--- config.mk ---
export PLATFORM = sky130hd
export DESIGN_NAME = sad4_min_tracker
export DESIGN_NICKNAME = d
export VERILOG_FILES = /design/src/rtl/sad_pkg.sv /design/src/rtl/sad4_adder.sv /design/src/rtl/sad4_min_tracker.sv
export SDC_FILE = /design/constraint.sdc
export NUM_CORES = 1
export LEC_CHECK = 0
export CAP_MARGIN = 40
export CORE_MARGIN = 4
export CORE_UTILIZATION = 45
export DETAILED_ROUTE_END_ITERATION = 8
export PLACE_DENSITY = 0.76
export SETUP_SLACK_MARGIN = 0.4
export SYNTH_ARGS = -nofsm -noshare
export SYNTH_HDL_FRONTEND = slang
export SYNTH_SLANG_ARGS = --single-unit
--- constraint.sdc ---
create_clock -name clk -period 3.3 [get_ports clk]
set_clock_uncertainty 0.15 [all_clocks]
set_input_delay 0.66 -clock clk [delete_from_list [all_inputs] [get_ports clk]]
set_output_delay 0.66 -clock clk [all_outputs]
set_load 0.005 [all_outputs]
--- src/rtl/sad_pkg.sv ---
// Shared widths and result record for the SAD1..SAD4 pipeline stages.
package sad_pkg;

  localparam int unsigned SAD_IDX_W  = 16;
  localparam int unsigned SAD_PART_W = 14;
  localparam int unsigned SAD_SUM_W  = 16;

  typedef struct packed {
    logic [SAD_IDX_W-1:0] index;
    logic [SAD_SUM_W-1:0] sad;
  } sad_result_t;

endpackage

--- src/rtl/sad4_adder.sv ---
// SAD4 stage A: registered sum of the four partial SADs, with valid/index/trigger carried alongside.
module sad4_adder
  import sad_pkg::*;
#(
  parameter int unsigned IDX_W  = SAD_IDX_W,
  parameter int unsigned PART_W = SAD_PART_W,
  parameter int unsigned SUM_W  = SAD_SUM_W
) (
  input  logic              clk,
  input  logic              rst_n,
  input  logic              cand_valid,
  input  logic [IDX_W-1:0]  cand_index,
  input  logic              cand_trigger,
  input  logic [PART_W-1:0] cand_part1,
  input  logic [PART_W-1:0] cand_part2,
  input  logic [PART_W-1:0] cand_part3,
  input  logic [PART_W-1:0] cand_part4,
  output logic              sum_valid,
  output logic [IDX_W-1:0]  sum_index,
  output logic              sum_trigger,
  output logic [SUM_W-1:0]  sum_total
);

  logic [SUM_W-1:0] part_sum;

  // Each partial is widened before adding so the carry out of PART_W bits is kept.
  always_comb begin
    part_sum = SUM_W'(cand_part1) + SUM_W'(cand_part2)
             + SUM_W'(cand_part3) + SUM_W'(cand_part4);
  end

  always_ff @(posedge clk or negedge rst_n) begin
    if (!rst_n) begin
      sum_valid   <= 1'b0;
      sum_index   <= '0;
      sum_trigger <= 1'b0;
      sum_total   <= '0;
    end else begin
      sum_valid <= cand_valid;
      if (cand_valid) begin
        sum_index   <= cand_index;
        sum_trigger <= cand_trigger;
        sum_total   <= part_sum;
      end
    end
  end

endmodule

--- src/rtl/sad4_min_tracker.sv ---
// Final SAD stage: sums partials, tracks the minimum over a search, emits it on a valid/ready port.
// Optional res_hit output (res_sad < THRESH) is built when SAD4_THRESHOLD_EN is defined.
module sad4_min_tracker
  import sad_pkg::*;
#(
  parameter int unsigned IDX_W  = SAD_IDX_W,
  parameter int unsigned PART_W = SAD_PART_W,
  parameter int unsigned SUM_W  = SAD_SUM_W,
  parameter int unsigned THRESH = 16'd256
) (
  input  logic              clk,
  input  logic              rst_n,
  input  logic              SAD4_Valid,
  input  logic [IDX_W-1:0]  SAD4_Index,
  input  logic              SAD4_TriggerBoss,
  input  logic [PART_W-1:0] SAD4_input1,
  input  logic [PART_W-1:0] SAD4_input2,
  input  logic [PART_W-1:0] SAD4_input3,
  input  logic [PART_W-1:0] SAD4_input4,
  output logic              res_valid,
  input  logic              res_ready,
  output logic [IDX_W-1:0]  res_index,
  output logic [SUM_W-1:0]  res_sad,
  output logic              res_overrun
`ifdef SAD4_THRESHOLD_EN
  ,
  output logic              res_hit
`endif
);

  if (SUM_W < PART_W + 2) begin : g_bad_sum_w
    $error("sad4_min_tracker: SUM_W must be at least PART_W+2");
  end
  if (longint'(THRESH) > (longint'(1) << SUM_W)) begin : g_bad_thresh
    $error("sad4_min_tracker: THRESH exceeds the SUM_W range");
  end

  logic             a_valid;
  logic [IDX_W-1:0] a_index;
  logic             a_trigger;
  logic [SUM_W-1:0] a_sum;

  logic             best_valid;
  logic [SUM_W-1:0] best_sad;
  logic [IDX_W-1:0] best_index;

  logic             take_new;
  logic [SUM_W-1:0] cand_sad;
  logic [IDX_W-1:0] cand_index;
  logic             result_load;
  logic             stall;

  sad4_adder #(
    .IDX_W  (IDX_W),
    .PART_W (PART_W),
    .SUM_W  (SUM_W)
  ) u_adder (
    .clk          (clk),
    .rst_n        (rst_n),
    .cand_valid   (SAD4_Valid),
    .cand_index   (SAD4_Index),
    .cand_trigger (SAD4_TriggerBoss),
    .cand_part1   (SAD4_input1),
    .cand_part2   (SAD4_input2),
    .cand_part3   (SAD4_input3),
    .cand_part4   (SAD4_input4),
    .sum_valid    (a_valid),
    .sum_index    (a_index),
    .sum_trigger  (a_trigger),
    .sum_total    (a_sum)
  );

  // Minimum including the stage-A candidate; strict compare keeps the earlier index on ties.
  always_comb begin
    take_new    = !best_valid || (a_sum < best_sad);
    cand_sad    = take_new ? a_sum   : best_sad;
    cand_index  = take_new ? a_index : best_index;
    result_load = a_valid && a_trigger;
    stall       = res_valid && !res_ready;
  end

  always_ff @(posedge clk or negedge rst_n) begin
    if (!rst_n) begin
      best_valid <= 1'b0;
      best_sad   <= '0;
      best_index <= '0;
    end else if (a_valid) begin
      if (a_trigger) begin
        best_valid <= 1'b0;
      end else begin
        best_valid <= 1'b1;
        best_sad   <= cand_sad;
        best_index <= cand_index;
      end
    end
  end

`ifdef SAD4_THRESHOLD_EN
  localparam logic [SUM_W:0] THRESH_EXT = (SUM_W+1)'(THRESH);
`endif

  // A result finishing while the previous one is stalled is dropped and flagged.
  always_ff @(posedge clk or negedge rst_n) begin
    if (!rst_n) begin
      res_valid   <= 1'b0;
      res_index   <= '0;
      res_sad     <= '0;
      res_overrun <= 1'b0;
`ifdef SAD4_THRESHOLD_EN
      res_hit     <= 1'b0;
`endif
    end else if (result_load && stall) begin
      res_overrun <= 1'b1;
    end else if (result_load) begin
      res_valid <= 1'b1;
      res_index <= cand_index;
      res_sad   <= cand_sad;
`ifdef SAD4_THRESHOLD_EN
      res_hit   <= ({1'b0, cand_sad} < THRESH_EXT);
`endif
    end else if (res_valid && res_ready) begin
      res_valid <= 1'b0;
    end
  end

endmodule

==> flow_summary.ini <==
[run_status]
status = finished with violations
violations = setup timing

[timing]
holdWs_ps = 191
fin_crit_ps = 3770
finalMaxSlewViolations = 0
setup_violations = 10
finalSetupTns_ps = -2810
worst_slew_pin_slew_ps = 936
slew_headroom_pct = 37.6
period_share_pct = 114
fmax_mhz = 265
setup_ws_ps = -475
finalHoldViolations = 0
grt_setup_unrepaired = yes

[cells_and_area]
multi_input_area_mm2 = 0.00371
final_area_mm2 = 0.00866
drive_gt1_share_pct = 28.6
syn2layout_area_growth_pct = 44.3
num_antenna_cells = 0
regArea_mm2 = 0.00253
n_fill_cell = 902
fin_nets = 874

[place]
io_buffer_count = 110
place_congestion = 0.825
hpwl_mm = 9.61
placed_cell_area_mm2 = 0.00784
dp_slack_ps = -1260

[run]
cap_violations = 0

[power_and_ir_drop]
p_comb_share_pct = 53.5
power_frac_clock_pct = 14.7
p_per_area_mw_per_mm2 = 766
p_seq_share_pct = 31.8
power.switching_mw = 2.40
p_sw_share_pct = 36.2
internal_power_mw = 4.23
leakage_nw = 4.03
ir_drop_mv = 0.397
power_mw = 6.64

[synthesis]
synth_area_leader_cell = dfrtp_1
synth_top_flop_cell = dfrtp_1
synth_area_per_cell_um2 = 10.6
syn_nets = 701
netlist_top_cells_area = dfrtp_1, ha_1, mux2i_1
synth_top_area_share_pct = 42.1
ys_seq_elements = 101
async_flop_share_pct = 100
synthCells = 565
ys_seq_area_share_pct = 42.1
ys_types = 44
yosysWarnings = 0
netlist_area_mm2 = 0.00600
synth_edf_count = 0

[die]
fp.dieArea_mm2 = 0.0152
fp.dieW_um = 123
core_area_mm2 = 0.0128
initial_core_util_pct = 46.8
fp.dieH_um = 123
ios = 111
fp-row-count = 41

[cts]
cts_tree = built
clkSlewWorstSetupHoldPaths_ps = 70
clock-sinks = 101
clk_path_buf_depth = 2
htree_num_levels = 3
cts_hold_buffers = 0
cts_root_buffer = clkbuf_16
clk-insertion-delay-late_ps = 350
numCtsBuffers = 9

[routing]
post_drt_wl_per_cell_um = 15.2
postRouteAntennaNets = 0
drt-total-wl_mm = 13.9
first_pass_iters = 4
vias = 4624
drt_iter0_drc = 194
viasPerCell = 5.06
drcViolationCount = 0

[grt]
gr-total-overflow = 0
grt_pass1_vias = 4962
antenna_found_initial = 0
grt.total_usage_pct = 18.3
grt_start_max_net_pins = 52
grt_pass1_wl_mm = 22.5

[min_path]
min_path_type = input port to async pin

[critical_path]
worstPathRequired_ps = 3380
worstPathMaxFanout = 4
start_kind = input port
crit_arrival_ps = 3860
cp-end-kind = register
path_class = input port to register
==> synthesized netlist by cell type (2+ instances only) <==
cell / n
xor2_1: 10
nand4_1: 2
o21a_1: 5
nand2_1: 47
o211ai_1: 3
mux2_1: 30
nand2b_1: 5
a21o_1: 7
a21oi_1: 29
fa_1: 16
mux2_2: 27
a2111oi_0: 2
a211oi_1: 5
inv_1: 79
o21ai_0: 15
ha_1: 43
nor3_1: 3
buf_2: 6
dfrtp_1: 101
o21ai_1: 34
clkbuf_1: 10
a21boi_0: 3
xnor2_1: 11
nand3_1: 3
a221oi_1: 2
nor2_1: 11
mux2i_1: 35
o21bai_1: 5
==> power groups by stage <==
stage | combinational, mW | clock (mW) | sequential [mW]
floorplan | 1.91 | 0 | 2.05
finish | 3.55 | 0.974 | 2.11
detailed placement | 3.03 | 0 | 2.13
global route | 3.92 | 1.04 | 2.19
global placement | 2.92 | 0 | 2.10
CTS | 3.26 | 0.994 | 2.11
==> sequential cells by signal, indices dropped and copies added (netlist names), 16 cells and up <==
signal and cells:
u_adder.sum_index 16, best_index 16, u_adder.sum_total 16, best_sad 16
res_sad 16, res_index 16
==> worst max-delay path, cell delays in order <==
cell      delay [ps]
buf_6            100
ha_4             150
inv_2             50
fa_2             220
nor2b_4           50
o21ai_2          140
nand2_1           80
a21o_1           170
a21oi_2          130
xor2_1           210
fa_1             450
inv_2             80
ha_4             200
a2111o_1         390
o21ai_2          230
nand2_2          130
xnor2_2          160
mux2_4           260
==> layout by cell type, fill, tap and decap left out, types with 21 or more instances in the layout <==
| cell | Yosys | final |
|---|---|---|
| buf_4 | 0 | 61 |
| clkdlybuf4s50_1 | 0 | 90 |
| dfrtp_1 | 101 | 100 |
| ha_1 | 43 | 21 |
| ha_4 | 0 | 22 |
| inv_1 | 79 | 67 |
| mux2_1 | 30 | 30 |
| mux2_2 | 27 | 25 |
| mux2i_1 | 35 | 35 |
| nand2_1 | 47 | 46 |
| o21ai_1 | 34 | 37 |
==> logic make-up (layout without fill, tap and decap cells) <==
family | count (synthesis) | after routing | synth area share (%)
mux | 92 | 92 | 16.5
fa+ha+maj | 59 | 59 | 14.3
compound gates | 118 | 118 | 12.0
flops | 101 | 101 | 42.1
simple gates | 79 | 79 | 5.86
xor+xnor | 21 | 21 | 3.07
buf+inv | 95 | 272 | 6.07
==> per-layer routing <==
layer	track usage (%)	routed length [um]
met5	0	0
met3	3.02	396
met2	30.4	7000
met1	24.5	6230
met4	6.23	233
==> worst paths after layout <==
kind,start,to,slack (ps),cells past startpoint
setup / recovery,SAD4_input1[0],u_adder.sum_total[11],-470,18
hold / removal,rst_n,best_sad[1],190,1
setup reg to reg,best_sad[1],best_sad[5],440,10
hold reg to reg,res_index[15],res_index[15],340,2
max in group asynchronous,rst_n,best_index[6],2110,2
min in group clk,res_index[15],res_index[15],340,2
==> cell type report <==
type	count	share of cell area, %
Clock buffer	9	2.60
Inverter	79	3.42
Tap cell	172	2.49
Sequential cell	101	29.2
Clock inverter	6	0.535
Timing Repair Buffer	178	18.9
Multi-Input combinational cell	369	42.9
==> per-stage QoR <==
stage	cells	util, %
6_report	914	67.5
4_1_cts	905	65.4
2_1_floorplan	565	-
3_3_place_gp	880	61.1
5_1_grt	914	67.5
3_5_place_dp	880	61.1
==> timing repair <==
action | 4_1_cts | 5_1_grt
setup buffers | 10 | 8
resized for setup | 107 | 36
endpoints found under the setup margin | 73 | 46
cloned | 0 | 1
pin swaps | 62 | 49
No activity file was read; power rests on OpenSTA's default activity.
